<file path="src/rtl/puf_pkg.sv">
// puf_pkg: shared types and constants for the RO PUF sequencer.
//   state_t    - sequencer states (IDLE, CLEAR, RUN, DONE)
//   CHALL_STEP - increment applied to the challenge for each successive bit
//   vote_cnt_t - 2-bit counter type used by the majority-vote build
//                (PUF_MAJORITY_EN)
package puf_pkg;

    typedef enum logic [1:0] {
        IDLE  = 2'd0,
        CLEAR = 2'd1,
        RUN   = 2'd2,
        DONE  = 2'd3
    } state_t;

    // Adds one to both mux-select nibbles of the challenge at once.
    localparam logic [7:0] CHALL_STEP = 8'h11;

    typedef logic [1:0] vote_cnt_t;

endpackage

</file>
<file path="src/rtl/puf_wait_timer.sv">
// puf_wait_timer: loadable down-counter with an expire flag.
//   clk, rst_n - clock, asynchronous active-low reset (count returns to 0)
//   load       - load load_val (takes priority over dec)
//   load_val   - value to load; the counter expires load_val+1 cycles later
//   dec        - decrement by one, saturating at zero
//   expired    - high while the count is zero
module puf_wait_timer #(
    parameter int W = 10
) (
    input  logic         clk,
    input  logic         rst_n,
    input  logic         load,
    input  logic [W-1:0] load_val,
    input  logic         dec,
    output logic         expired
);

    logic [W-1:0] cnt_q;
    logic [W-1:0] cnt_d;

    always_comb begin
        cnt_d = cnt_q;
        if (load) begin
            cnt_d = load_val;
        end else if (dec && (cnt_q != '0)) begin
            cnt_d = cnt_q - W'(1);
        end
    end

    always_ff @(posedge clk or negedge rst_n) begin
        if (!rst_n) begin
            cnt_q <= '0;
        end else begin
            cnt_q <= cnt_d;
        end
    end

    assign expired = (cnt_q == '0);

endmodule

</file>
<file path="src/rtl/puf_ctrl.sv">
// puf_ctrl: sequencer around a single-bit RO PUF cell. Generates N_BITS
// challenges from a seed (seed + 8'h11*i), drives the cell through a
// CLEAR (puf_rst held SETTLE_CYC cycles) then RUN (puf_en) phase for each,
// and shifts the response bits into an N_BITS-wide word.
//
// Optional build macro: PUF_MAJORITY_EN - each challenge is evaluated three
// times and the majority of the three results is stored (a timed-out
// evaluation counts as 0).
//
// Ports:
//   clk, rst_n   - clock, asynchronous active-low reset
//   start, seed  - begin a run (sampled only in IDLE) with the given base challenge
//   puf_chall    - challenge to the cell
//   puf_rst      - synchronous clear to the cell (high outside RUN)
//   puf_en       - ring-oscillator enable (high only in RUN)
//   puf_resp     - response bit from the cell
//   puf_finish   - race-complete flag from the cell
//   resp_word    - last completed response word (first challenge in the MSB)
//   busy         - high in any state except IDLE
//   done         - one-cycle pulse in DONE; resp_word takes the new word at its end
//   timeout_err  - sticky: some evaluation of the last run timed out
module puf_ctrl
    import puf_pkg::*;
#(
    parameter int N_BITS      = 8,
    parameter int SETTLE_CYC  = 4,
    parameter int TIMEOUT_CYC = 1023
) (
    input  logic              clk,
    input  logic              rst_n,
    input  logic              start,
    input  logic [7:0]        seed,
    output logic [7:0]        puf_chall,
    output logic              puf_rst,
    output logic              puf_en,
    input  logic              puf_resp,
    input  logic              puf_finish,
    output logic [N_BITS-1:0] resp_word,
    output logic              busy,
    output logic              done,
    output logic              timeout_err
);

    localparam int TMAX = (TIMEOUT_CYC > SETTLE_CYC) ? TIMEOUT_CYC : SETTLE_CYC;
    localparam int TW   = $clog2(TMAX + 1);
    localparam int IW   = (N_BITS > 1) ? $clog2(N_BITS) : 1;

    localparam logic [TW-1:0] SETTLE_LOAD  = TW'(SETTLE_CYC - 1);
    localparam logic [TW-1:0] TIMEOUT_LOAD = TW'(TIMEOUT_CYC - 1);
    localparam logic [IW-1:0] LAST_IDX     = IW'(N_BITS - 1);

    state_t            state_q, state_d;
    logic [7:0]        seed_q, seed_d;
    logic [IW-1:0]     idx_q, idx_d;
    logic [N_BITS-1:0] sreg_q, sreg_d;
    logic [N_BITS-1:0] resp_word_q, resp_word_d;
    logic              timeout_err_q, timeout_err_d;

    logic              tmr_load;
    logic              tmr_dec;
    logic [TW-1:0]     tmr_val;
    logic              tmr_exp;

    logic              eval_end;
    logic              eval_bit;
    logic              commit;
    logic              store_bit;
    logic [7:0]        idx_ext;

`ifdef PUF_MAJORITY_EN
    vote_cnt_t         vote_q, vote_d;
    vote_cnt_t         ones_q, ones_d;
    vote_cnt_t         ones_sum;
`endif

    puf_wait_timer #(
        .W (TW)
    ) u_timer (
        .clk      (clk),
        .rst_n    (rst_n),
        .load     (tmr_load),
        .load_val (tmr_val),
        .dec      (tmr_dec),
        .expired  (tmr_exp)
    );

    // An evaluation ends on finish or on timer expiry; finish wins a tie,
    // and a timed-out evaluation yields 0.
    assign eval_end = (state_q == RUN) && (puf_finish || tmr_exp);
    assign eval_bit = puf_finish & puf_resp;

`ifdef PUF_MAJORITY_EN
    // vote_q counts completed evaluations of the current challenge (0..2);
    // the bit is committed on the third.
    assign ones_sum  = ones_q + vote_cnt_t'(eval_bit);
    assign commit    = eval_end && (vote_q == 2'd2);
    assign store_bit = (ones_sum >= 2'd2);
`else
    assign commit    = eval_end;
    assign store_bit = eval_bit;
`endif

    always_comb begin
        state_d       = state_q;
        seed_d        = seed_q;
        idx_d         = idx_q;
        sreg_d        = sreg_q;
        resp_word_d   = resp_word_q;
        timeout_err_d = timeout_err_q;
        tmr_load      = 1'b0;
        tmr_dec       = 1'b0;
        tmr_val       = SETTLE_LOAD;
`ifdef PUF_MAJORITY_EN
        vote_d        = vote_q;
        ones_d        = ones_q;
`endif
        case (state_q)
            IDLE: begin
                if (start) begin
                    seed_d        = seed;
                    idx_d         = '0;
                    sreg_d        = '0;
                    timeout_err_d = 1'b0;
                    tmr_load      = 1'b1;
                    state_d       = CLEAR;
`ifdef PUF_MAJORITY_EN
                    vote_d        = '0;
                    ones_d        = '0;
`endif
                end
            end
            CLEAR: begin
                if (tmr_exp) begin
                    tmr_load = 1'b1;
                    tmr_val  = TIMEOUT_LOAD;
                    state_d  = RUN;
                end else begin
                    tmr_dec = 1'b1;
                end
            end
            RUN: begin
                if (eval_end) begin
                    if (!puf_finish) begin
                        timeout_err_d = 1'b1;
                    end
                    // Default: back to CLEAR for the next evaluation.
                    tmr_load = 1'b1;
                    state_d  = CLEAR;
`ifdef PUF_MAJORITY_EN
                    vote_d   = vote_q + 2'd1;
                    ones_d   = ones_sum;
`endif
                    if (commit) begin
                        sreg_d = N_BITS'({sreg_q, store_bit});
`ifdef PUF_MAJORITY_EN
                        vote_d = '0;
                        ones_d = '0;
`endif
                        if (idx_q == LAST_IDX) begin
                            tmr_load = 1'b0;
                            state_d  = DONE;
                        end else begin
                            idx_d = idx_q + IW'(1);
                        end
                    end
                end else begin
                    tmr_dec = 1'b1;
                end
            end
            DONE: begin
                resp_word_d = sreg_q;
                state_d     = IDLE;
            end
            default: begin
                state_d = IDLE;
            end
        endcase
    end

    always_ff @(posedge clk or negedge rst_n) begin
        if (!rst_n) begin
            state_q       <= IDLE;
            seed_q        <= '0;
            idx_q         <= '0;
            sreg_q        <= '0;
            resp_word_q   <= '0;
            timeout_err_q <= 1'b0;
`ifdef PUF_MAJORITY_EN
            vote_q        <= '0;
            ones_q        <= '0;
`endif
        end else begin
            state_q       <= state_d;
            seed_q        <= seed_d;
            idx_q         <= idx_d;
            sreg_q        <= sreg_d;
            resp_word_q   <= resp_word_d;
            timeout_err_q <= timeout_err_d;
`ifdef PUF_MAJORITY_EN
            vote_q        <= vote_d;
            ones_q        <= ones_d;
`endif
        end
    end

    // Challenge is a pure function of the latched seed and index, so it reads
    // 0 out of reset and stays stable through CLEAR and RUN.
    assign idx_ext     = 8'(idx_q);
    assign puf_chall   = seed_q + (CHALL_STEP * idx_ext);

    assign puf_en      = (state_q == RUN);
    assign puf_rst     = (state_q != RUN);
    assign busy        = (state_q != IDLE);
    assign done        = (state_q == DONE);
    assign resp_word   = resp_word_q;
    assign timeout_err = timeout_err_q;

endmodule

</file>
<file path="config.mk">
export PLATFORM = sky130hd
export DESIGN_NAME = puf_ctrl
export DESIGN_NICKNAME = d
export VERILOG_FILES = /design/src/rtl/puf_pkg.sv /design/src/rtl/puf_wait_timer.sv /design/src/rtl/puf_ctrl.sv
export SDC_FILE = /design/constraint.sdc
export NUM_CORES = 1
export LEC_CHECK = 0
export ABC_CLOCK_PERIOD_IN_PS = 4400
export CORE_ASPECT_RATIO = 0.6
export CORE_UTILIZATION = 60
export CTS_BUF_LIST = sky130_fd_sc_hd__clkbuf_2 sky130_fd_sc_hd__clkbuf_4 sky130_fd_sc_hd__clkbuf_8
export CTS_CLUSTER_SIZE = 28
export DETAILED_ROUTE_END_ITERATION = 10
export PLACE_DENSITY = 0.89
export SLEW_MARGIN = 20
export SYNTH_ARGS = -nofsm -noshare
export SYNTH_HDL_FRONTEND = slang
export SYNTH_SLANG_ARGS = --single-unit
</file>
<file path="constraint.sdc">
create_clock -name clk -period 4.4 [get_ports clk]
set_input_delay 0.44 -clock clk [delete_from_list [all_inputs] [get_ports clk]]
set_output_delay 0.44 -clock clk [all_outputs]
set_load 0.05 [all_outputs]
</file>
Word-level counts from Yosys, hierarchy flattened. Index checks and enable logic that the tools add are counted.

Multiplexer cells: 28. Eq/ne operators: 10. Add/subtract/negate cells: 3. Bitwise logic cells: 1. $mul: 1. Reduce and logical (&&, ||, !) cells: 14.

Operators with widths (count): $mux 10 (4); $mux 8 (2); $pmux 8 s2 (1); $logic_not 10->1 (1); $ne 2x2->1 const B (5); $reduce_bool 10->1 (1); $sub 10x1->10 const B (1); $mux 1 (9); $mux 3 (3); $add 8x8->8 (1); $mul 5x3->8 const A (1); $mux 2 (4); $pmux 2 s4 (1); $reduce_and 4->1 (2); $pmux 3 s2 (1); $reduce_and 3->1 (2); $reduce_bool 2->1 (3); $eq 2x2->1 const B (2); $pmux 1 s2 (2); $add 3x1->3 const B (1); $eq 3x3->1 const B (1); $pmux 1 s3 (1); $eq 2x1->1 const B (1); $logic_and 1x1->1 (2); other kinds (5) (5).

Output and inout bits: 21. Register bits: 40. Logic and storage cells: 64. Input port bits: 13.

Depth between registers and ports, before layout. Gate-level depths: netlist (run 1).

Depth after elaboration: 8. Depth in mapped cells: 9. Gate-level depth less buffers: 9.

By module. Synthesis (run 1) repeated with hierarchy kept, for this count alone.

Cell total of the unflattened synthesis: 211. Area total of the unflattened synthesis: 2249.7 sq um.

By module, submodules not included: puf_ctrl (area an instance 1627.8 sq um, cells each 144, seq. area each 750.7 sq um, times used 1); puf_wait_timer (area an instance 621.8 sq um, cells each 67, seq. area each 250.2 sq um, times used 1).

Least setup slack after synthesis (run 1). OpenSTA, ideal clock, no wires.

Kind: reg2out. From: reg idx_q[1]. To: out puf_chall[7]. Cell stages (with the launch flop): 10. Data required time: 3960 ps. Buffers on the path: 0. Path slack: 1507 ps. Data arrival time: 2453 ps. Cells stage by stage: dfrtp_1 > ha_1 > ha_1 > inv_1 > fa_1 > nor2b_1 > o211ai_1 > nand2b_1 > a21oi_1 > xnor2_1.

Cells in the longest elaborated chain, start to end: 2.

RTL lines: start: declaration (line puf_ctrl.sv:54) `logic [IW-1:0] idx_q, idx_d;`; start signal: assignment (line puf_ctrl.sv:195) `idx_q <= idx_d;`; $mul 5x3->8 (line puf_ctrl.sv:209) `assign puf_chall = seed_q + (CHALL_STEP * idx_ext);`; $add 8x8->8 (line puf_ctrl.sv:209); end: declaration (line puf_ctrl.sv:33) `output logic [7:0] puf_chall,`.

Every way passes these cells.

Final worst setup path (run 1). Ends and elaborated chain as after synthesis.

==> results.yml, run 1 <==
global_routing:
  grt_pass1_vias: 1533
  gr-total-overflow: 0
  grtUsageTotal: 0.267
  grt_pass1_wl_mm: 7.71
  antenna_found_initial: 0
  grt_max_degree: 41
synthesis:
  synth_nets: 241
  synthCells: 207
  post-synth-top-area-cell: "dfrtp_1"
  ys_dominant_reg_cell: "dfrtp_1"
  yosysSeqAreaShare: 0.450
  netlist_area_um2: 2220
  synth_top_area_frac: 0.450
  yosys-top-cells-area: "dfrtp_1 (45%), ha_1 (11%), mux2_2 (8.6%)"
  ys_seq_elements: 40
  async_reset_ff_frac: 1.00
  ys_warn_count: 0
  synth_cell_types: 39
  syn-mean-instance-area_um2: 10.7
  synth_enable_flop_cells: 0
setup_path:
  cp_common_cell: "ha_1"
  cp.depth: 10
  critical_path_class: "flip-flop to output port"
  cpMaxStageDelayCell: "clkdlybuf4s50_1"
  cp-startpoint: "idx_q[1]$_DFFE_PN0P_"
  cp_num_buf_inv: 2
  cp.required_ns: 3.96
  cpLargestDelayFamily: "buffers and inverters"
  critPathArrivalTime_ns: 3.05
  path_cells: "ha_1, ha_1, inv_1, fa_1, nor2b_1, o211ai_1, nand2b_1, a21oi_1, xnor2_1, clkdlybuf4s50_1"
  cp-start-kind: "flip-flop"
  worst_path_largest_cell_delay_ns: 0.81
  r2r_cells: 7
  crit_fanout: 4
  crit_path_end_kind: "output port"
  r2r-start: "state_q[0]$_DFFE_PN0P_"
clock_tree:
  cts_tree: "built"
  htreeDepth: 2
  post_cts_buffers: 0
  clk_pin_slew_ns: 0.08
  cts_resized: 0
  clock_latency_ns: 0.30
  cts-buffers-inserted: 5
  hold_buffers: 0
  clock_sinks: 40
  cts_root_buf: "clkbuf_8"
  cts_buffer_depth: 2
die:
  std_cell_rows: 16
  num_io_pins: 34
  fp.dieW_um: 80.6
  die-area_um2: 3960
  start_util: 0.657
  die_h_um: 49.1
  core_um2: 3380
drt:
  wl_met1_mm: 2.30
  drc: 0
  routed.top_layer: "met4"
  drtAntennaViolNets: 0
  wl_met3_um: 275
  drt-pass1-iter-count: 5
  finalWirelength_mm: 4.61
  avgRoutedWirePerCell_um: 16.0
  vias_per_cell: 5.81
  drt_iter0_drc: 148
  vias: 1668
  wl_met2_mm: 1.98
cells_and_area:
  final_common_cell: "dfrtp_1"
  drive_gt1_frac: 0.132
  finalNonFillerCells: 287
  layout_common_cells: "dfrtp_1 (40), clkdlybuf4s50_1 (32), nand2_1 (24)"
  antenna_cells: 0
  final_core_util: 0.797
  finalNetCount: 275
  syn2layout_area_growth_pct: 21.3
  multiInputGateArea_um2: 1150
  regArea_um2: 1000
  fillers: 231
run_status:
  outcome: "completed"
timing:
  finalHoldViolations: 0
  fin_worst_skew_ns: 0.00487
  fmax_mhz: 287
  rsz0062_at_grt: "no"
  slew_headroom: 0.422
  setup-tns-final_ns: 0
  timing.hold.ws_ns: 0.250
  worst_pin_slew_ns: 0.867
  slew_viol_final: 0
  fin_crit_sh: 0.793
  period_needed_ns: 3.49
  finalSetupViolCount: 0
placed_design:
  port-buffer-count: 33
  place_inst: 279
  place_hpwl_mm: 3.15
  gp_congestion: 0.810
power_and_ir_drop:
  vdd_drop_max_mv: 0.611
  p_leak_nw: 1.24
  fin_total_pwr_w: 0.00214
  pwr_density_cell_nw_per_um2: 794
flow_run:
  maxCapViolations: 0
min_path:
  worstHoldPathType: "primary input to async pin"
-- Yosys cell counts (3+ instances only) --
cell type / number
a21o_1: 7
a21oi_1: 7
a31oi_1: 5
clkbuf_1: 5
dfrtp_1: 40
ha_1: 20
inv_1: 11
mux2_2: 17
nand2_1: 24
nand3_1: 3
nor2_1: 7
nor3_1: 4
o21ai_0: 19
xnor2_1: 8
-- worst paths after layout --
| check | end | slack, ns |
|---|---|---|
| setup / recovery | puf_chall[7] | 0.91 |
| hold reg to reg | sreg_q[7]$_DFFE_PN0P_ | 0.49 |
| min in group clk | sreg_q[7]$_DFFE_PN0P_ | 0.49 |
| hold / removal | seed_q[6]$_DFFE_PN0P_ | 0.25 |
| setup reg to reg | u_timer.cnt_q[6]$_DFFE_PN0P_ | 1.86 |
| max in group asynchronous | sreg_q[1]$_DFFE_PN0P_ | 3.61 |
-- worst reg2reg max path, delay by kind of cell (launching register included) --
kind	cells	cell delay (ns)
xor gates and xnor gates	1	0.17
and+or+nand+nor	2	0.77
buffers and inverters	1	0.16
DFF	1	0.44
AOI/OAI and AO/OA	2	0.29
adders and majority gates	1	0.59
-- cell families after synthesis --
family / share of synthesized area
AO/OA/AOI/OAI: 0.145
buffers and inverters: 0.0321
adder cells (fa/ha/maj): 0.122
multiplexers: 0.0952
AND/OR/NAND/NOR: 0.117
flip-flops: 0.450
XOR/XNOR: 0.0394
-- through the flow --
stage	setup slack (ns)	instance area (um2)
final	0.910	2700
after global routing	0.705	2700
after CTS	0.887	2700
after detailed placement	1.22	2570
after global placement	1.29	2570
after floorplan	1.51	2220
-- cell type report --
class                   count  area share
flip-flops and latches     40       0.371
multi-input cells         150       0.427
repair buffers             33       0.121
clock buffers               6      0.0306
inverters                  11      0.0153
well taps                  45      0.0209
clock inverters             2      0.0144
-- layer usage --
metal / vias to the layer above / global-route usage
met5: - / 0
met4: 0 / 0.0625
met3: 8 / 0.0729
met2: 56 / 0.380
met1: 806 / 0.406
li1: 798 / -
-- where the power goes --
part / leakage, nW / internal, W / switching [W]
registers: 0.512 / 0.000483 / 0.000109
clock network: 0.0614 / 0.000185 / 0.000132
logic: 0.663 / 0.000448 / 0.000780
-- flip-flops by register name, indices dropped and copies added (netlist names) --
signal,flops
idx_q,3
resp_word,8
seed_q,8
sreg_q,8
state_q,2
timeout_err,1
u_timer.cnt_q,10
Note: power is estimated with default switching activity, not from simulation.
==> inputs of run 2 (changes only) <==
--- a/config.mk
+++ b/config.mk
@@ -5,13 +5,13 @@
 export SDC_FILE = /design/constraint.sdc
 export NUM_CORES = 1
 export LEC_CHECK = 0
-export ABC_CLOCK_PERIOD_IN_PS = 4400
+export ABC_CLOCK_PERIOD_IN_PS = 3600
 export CORE_ASPECT_RATIO = 0.6
-export CORE_UTILIZATION = 60
+export CORE_UTILIZATION = 56
 export CTS_BUF_LIST = sky130_fd_sc_hd__clkbuf_2 sky130_fd_sc_hd__clkbuf_4 sky130_fd_sc_hd__clkbuf_8
 export CTS_CLUSTER_SIZE = 28
 export DETAILED_ROUTE_END_ITERATION = 10
-export PLACE_DENSITY = 0.89
+export PLACE_DENSITY = 0.84
 export SLEW_MARGIN = 20
 export SYNTH_ARGS = -nofsm -noshare
 export SYNTH_HDL_FRONTEND = slang
==> constraint.sdc (replaced) <==
create_clock -name clk -period 3.6 [get_ports clk]
set_input_delay 0.36 -clock clk [delete_from_list [all_inputs] [get_ports clk]]
set_output_delay 0.36 -clock clk [all_outputs]
set_load 0.05 [all_outputs]
==> results.yml, run 2 (synthesis results as in run 1) <==
cells_and_area:
  finalNonFillerCells: 289
  layout_common_cells: "dfrtp_1 (40), clkdlybuf4s50_1 (32), nand2_1 (24)"
  drive_gt1_frac: 0.132
  antenna_cells: 0
  largest_register: "u_timer.cnt_q"
  finalNetCount: 275
  largest_reg_flops: 10
  final_core_util: 0.718
  syn2layout_area_growth_pct: 20.3
  final_common_cell: "dfrtp_1"
setup_path:
  critical_path_class: "flip-flop to output port"
  critPathArrivalTime_ns: 3.06
  cp-start-kind: "flip-flop"
  crit_path_end_kind: "output port"
  cp.required_ns: 3.24
  crit_fanout: 4
timing:
  setup-tns-final_ns: 0
  period_needed_ns: 3.42
  fin_worst_skew_ns: 0.00461
  fin_crit_sh: 0.951
  finalSetupViolCount: 0
  rsz0062_at_grt: "no"
  worst_pin_slew_ns: 0.868
  fmax_mhz: 292
  slew_viol_final: 0
  slew_headroom: 0.421
  finalHoldViolations: 0
global_routing:
  grtUsageTotal: 0.224
  gr-total-overflow: 0
  antenna_found_initial: 0
  grt_pass1_wl_mm: 7.20
  grt_max_degree: 41
  grt_pass1_vias: 1481
die:
  std_cell_rows: 17
  die_h_um: 50.8
  num_io_pins: 34
  fp.dieW_um: 83.3
  die-area_um2: 4230
  start_util: 0.597
  core_um2: 3720
drt:
  avgRoutedWirePerCell_um: 14.9
  drtAntennaViolNets: 0
  drc: 0
  finalWirelength_mm: 4.32
  vias_per_cell: 5.57
  drt_iter0_drc: 75
  drt-pass1-iter-count: 4
  vias: 1610
clock_tree:
  htreeDepth: 2
  post_cts_buffers: 0
  clock_sinks: 40
  cts_buffer_depth: 2
  clk_pin_slew_ns: 0.08
  cts-buffers-inserted: 5
  clock_latency_ns: 0.29
  cts_tree: "built"
  hold_buffers: 0
  cts_resized: 0
  cts_root_buf: "clkbuf_8"
placed_design:
  gp_congestion: 0.807
  place_hpwl_mm: 3.15
  port-buffer-count: 33
  place_inst: 281
run_status:
  outcome: "completed"
power_and_ir_drop:
  p_leak_nw: 1.22
  pwr_density_cell_nw_per_um2: 941
  fin_total_pwr_w: 0.00252
  vdd_drop_max_mv: 0.802
flow_run:
  maxCapViolations: 0
min_path:
  worstHoldPathType: "primary input to async pin"
## run 2: cell count changes in the layout (fill, tap and decap cells not counted), sizes merged
cell and delta:
clkinvlp +2, bufinv -1, clkinv -1
## run 2: layout make-up
| class | instances | area [um2] |
|---|---|---|
| Tap cell | 47 | 58.8 |
| Fill cell | 282 | 1050 |
| Clock inverter | 2 | 15.0 |
| Multi-Input combinational cell | 150 | 1150 |
| Timing Repair Buffer | 33 | 325 |
| Sequential cell | 40 | 1000 |
| Inverter | 11 | 41.3 |
| Clock buffer | 6 | 82.6 |
## run 2: layer usage
metal	global-route usage	part of all wire	wire, um	vias up
met2	0.311	0.41	1790	30
li1	-	-	-	793
met5	0	0	0	-
met1	0.348	0.54	2330	782
met4	0.0603	0.0067	29	0
met3	0.0510	0.040	174	5
## run 2: critical path, cell delays in order (launching register included)
cell and delay (ns):
dfrtp_1 0.44, ha_1 0.32, ha_1 0.17, inv_1 0.05, fa_1 0.41, nor2b_1 0.16, o211ai_1 0.09, nand2b_1 0.08
a21oi_1 0.08, xnor2_1 0.16, clkdlybuf4s50_1 0.82
## run 2: power by group
part / leakage [nW] / internal, W / total, W / switching, W
Clock: 0.0434 / 0.000155 / 0.000321 / 0.000165
Combinational: 0.663 / 0.000544 / 0.00148 / 0.000935
Sequential: 0.512 / 0.000591 / 0.000717 / 0.000126
## run 2: final timing paths
kind / cells after the start / to / from / slack, ns
worst max-delay path: 10 / puf_chall[7] / idx_q[1]$_DFFE_PN0P_ / 0.18
min in group clk: 2 / sreg_q[7]$_DFFE_PN0P_ / sreg_q[7]$_DFFE_PN0P_ / 0.48
worst min-delay path: 1 / u_timer.cnt_q[7]$_DFFE_PN0P_ / rst_n / 0.17
worst max register to register: 7 / timeout_err$_DFFE_PN0P_ / state_q[0]$_DFFE_PN0P_ / 1.10
max in group asynchronous: 1 / sreg_q[4]$_DFFE_PN0P_ / rst_n / 2.88
worst min register to register: 2 / sreg_q[7]$_DFFE_PN0P_ / sreg_q[7]$_DFFE_PN0P_ / 0.48
## run 2: stage by stage
stage                     area, um2  setup slack [ns]  hold WS [ns]
after floorplan                2220             0.787        0.0644
after global placement         2580             0.576         0.463
after detailed placement       2580             0.495         0.470
after CTS                      2670             0.158         0.202
after global routing           2670            0.0288         0.251
final                          2670             0.175         0.174
==> inputs of run 3 (changes only) <==
--- a/config.mk
+++ b/config.mk
@@ -5,13 +5,12 @@
 export SDC_FILE = /design/constraint.sdc
 export NUM_CORES = 1
 export LEC_CHECK = 0
-export ABC_CLOCK_PERIOD_IN_PS = 3600
 export CORE_ASPECT_RATIO = 0.6
-export CORE_UTILIZATION = 56
+export CORE_UTILIZATION = 38
 export CTS_BUF_LIST = sky130_fd_sc_hd__clkbuf_2 sky130_fd_sc_hd__clkbuf_4 sky130_fd_sc_hd__clkbuf_8
-export CTS_CLUSTER_SIZE = 28
+export CTS_CLUSTER_SIZE = 20
 export DETAILED_ROUTE_END_ITERATION = 10
-export PLACE_DENSITY = 0.84
+export PLACE_DENSITY = 0.62
 export SLEW_MARGIN = 20
 export SYNTH_ARGS = -nofsm -noshare
 export SYNTH_HDL_FRONTEND = slang
==> results.yml, run 3 (synthesis results as in run 1) <==
global_routing:
  gr-total-overflow: 0
  antenna_found_initial: 0
  grt_max_degree: 41
  grt_pass1_wl_mm: 7.47
  grtUsageTotal: 0.165
  grt_pass1_vias: 1469
setup_path:
  critical_path_class: "flip-flop to output port"
  cpMaxStageDelayCell: "clkdlybuf4s50_1"
  critPathArrivalTime_ns: 3.03
  r2r-start: "state_q[0]$_DFFE_PN0P_"
  worst_path_largest_cell_delay_ns: 0.81
  cp-start-kind: "flip-flop"
  cp.required_ns: 3.24
  cp_common_cell: "ha_1"
  crit_fanout: 4
  path_cells: "ha_1, ha_1, inv_1, fa_1, nor2b_1, o211ai_1, nand2b_1, a21oi_1, xnor2_1, clkdlybuf4s50_1"
  crit_path_end_kind: "output port"
  r2r_cells: 7
  cp-startpoint: "idx_q[1]$_DFFE_PN0P_"
flow_run:
  maxCapViolations: 0
die:
  die-area_um2: 6170
  core_um2: 5600
  fp.dieW_um: 101
  num_io_pins: 34
  die_h_um: 61.2
  std_cell_rows: 21
  start_util: 0.397
drt:
  drt_iter0_drc: 43
  vias_per_cell: 4.90
  finalWirelength_mm: 4.41
  avgRoutedWirePerCell_um: 13.7
  drc: 0
  vias: 1578
  drtAntennaViolNets: 0
  drt-pass1-iter-count: 4
clock_tree:
  cts_buffer_depth: 2
  clock_latency_ns: 0.30
  htreeDepth: 2
  cts_root_buf: "clkbuf_8"
  hold_buffers: 0
  clock_sinks: 40
  cts-buffers-inserted: 5
  cts_tree: "built"
  clk_pin_slew_ns: 0.08
  cts_resized: 0
  post_cts_buffers: 0
timing:
  rsz0062_at_grt: "no"
  fmax_mhz: 295
  finalSetupViolCount: 0
  setup-tns-final_ns: 0
  period_needed_ns: 3.39
  slew_viol_final: 0
  fin_crit_sh: 0.941
  finalHoldViolations: 0
  worst_pin_slew_ns: 0.904
  fin_worst_skew_ns: 0.00530
  slew_headroom: 0.397
placed_design:
  placed_cell_area_um2: 2620
  port-buffer-count: 33
  place_hpwl_mm: 3.21
  gp_congestion: 0.731
power_and_ir_drop:
  p_leak_nw: 1.23
  pwr_density_cell_nw_per_um2: 942
  vdd_drop_max_mv: 0.493
cells_and_area:
  finalNetCount: 275
  drive_gt1_frac: 0.132
  final_common_cell: "dfrtp_1"
  multiInputGateArea_um2: 1150
  syn2layout_area_growth_pct: 23.0
  largest_register: "u_timer.cnt_q"
  regArea_um2: 1000
  antenna_cells: 0
  layout_common_cells: "dfrtp_1 (40), clkdlybuf4s50_1 (32), nand2_1 (24)"
  fillers: 541
  largest_reg_flops: 10
  final_cell_area_um2: 2730
run_status:
  outcome: "completed"
min_path:
  worstHoldPathType: "primary input to async pin"
[run 3: cell types whose count changed in the layout (fill, tap and decap cells not counted), sizes merged]
cell / delta
bufinv: +1
clkbuf: -1
clkinvlp: -1
inv: +1
[run 3: critical path, delay by kind of cell, from the launching register on]
| kind | cells | cell delay, ns |
|---|---|---|
| buffers and inverters | 2 | 0.86 |
| flip-flops | 1 | 0.43 |
| AND/OR/NAND/NOR | 2 | 0.26 |
| adder cells (fa/ha/maj) | 3 | 0.86 |
| XOR/XNOR | 1 | 0.15 |
| AO/OA/AOI/OAI | 2 | 0.18 |
[run 3: layout make-up]
type                    instances  share of cell area
flip-flops and latches         40               0.366
repair buffers                 33               0.119
clock buffers                   5              0.0252
clock inverters                 3              0.0169
multi-input cells             150               0.421
inverters                      11              0.0151
well taps                      80              0.0366
[run 3: worst paths after layout]
| path | end | slack [ns] |
|---|---|---|
| min in group clk | sreg_q[7]$_DFFE_PN0P_ | 0.48 |
| worst min register to register | sreg_q[7]$_DFFE_PN0P_ | 0.48 |
| max in group asynchronous | seed_q[0]$_DFFE_PN0P_ | 2.85 |
| worst max-delay path | puf_chall[7] | 0.21 |
| worst min-delay path | seed_q[5]$_DFFE_PN0P_ | 0.18 |
| worst max register to register | timeout_err$_DFFE_PN0P_ | 1.15 |
[run 3: per-stage QoR]
step	hold slack, ns	cells	setup slack, ns	power [W]	util
2_1_floorplan	0.0644	207	0.787	0.00181	-
3_3_place_gp	0.465	314	0.575	0.00220	0.468
3_5_place_dp	0.468	314	0.536	0.00221	0.468
4_1_cts	0.214	322	0.186	0.00260	0.488
5_1_grt	0.247	322	0.0289	0.00275	0.488
6_report	0.180	322	0.213	0.00257	0.488
[run 3: report_power, final]
| part | switching (W) | internal [W] | total, W | leakage (nW) |
|---|---|---|---|---|
| clock network | 0.000173 | 0.000209 | 0.000382 | 0.0548 |
| registers | 0.000119 | 0.000591 | 0.000710 | 0.512 |
| logic | 0.000940 | 0.000543 | 0.00148 | 0.663 |
[run 3: routing by layer]
metal | track usage | wire length [um] | up-vias
met4 | 0.0559 | 42 | 0
met1 | 0.255 | 2620 | 748
met3 | 0.0443 | 178 | 5
met5 | 0 | 0 | -
li1 | - | - | 799
met2 | 0.217 | 1580 | 26
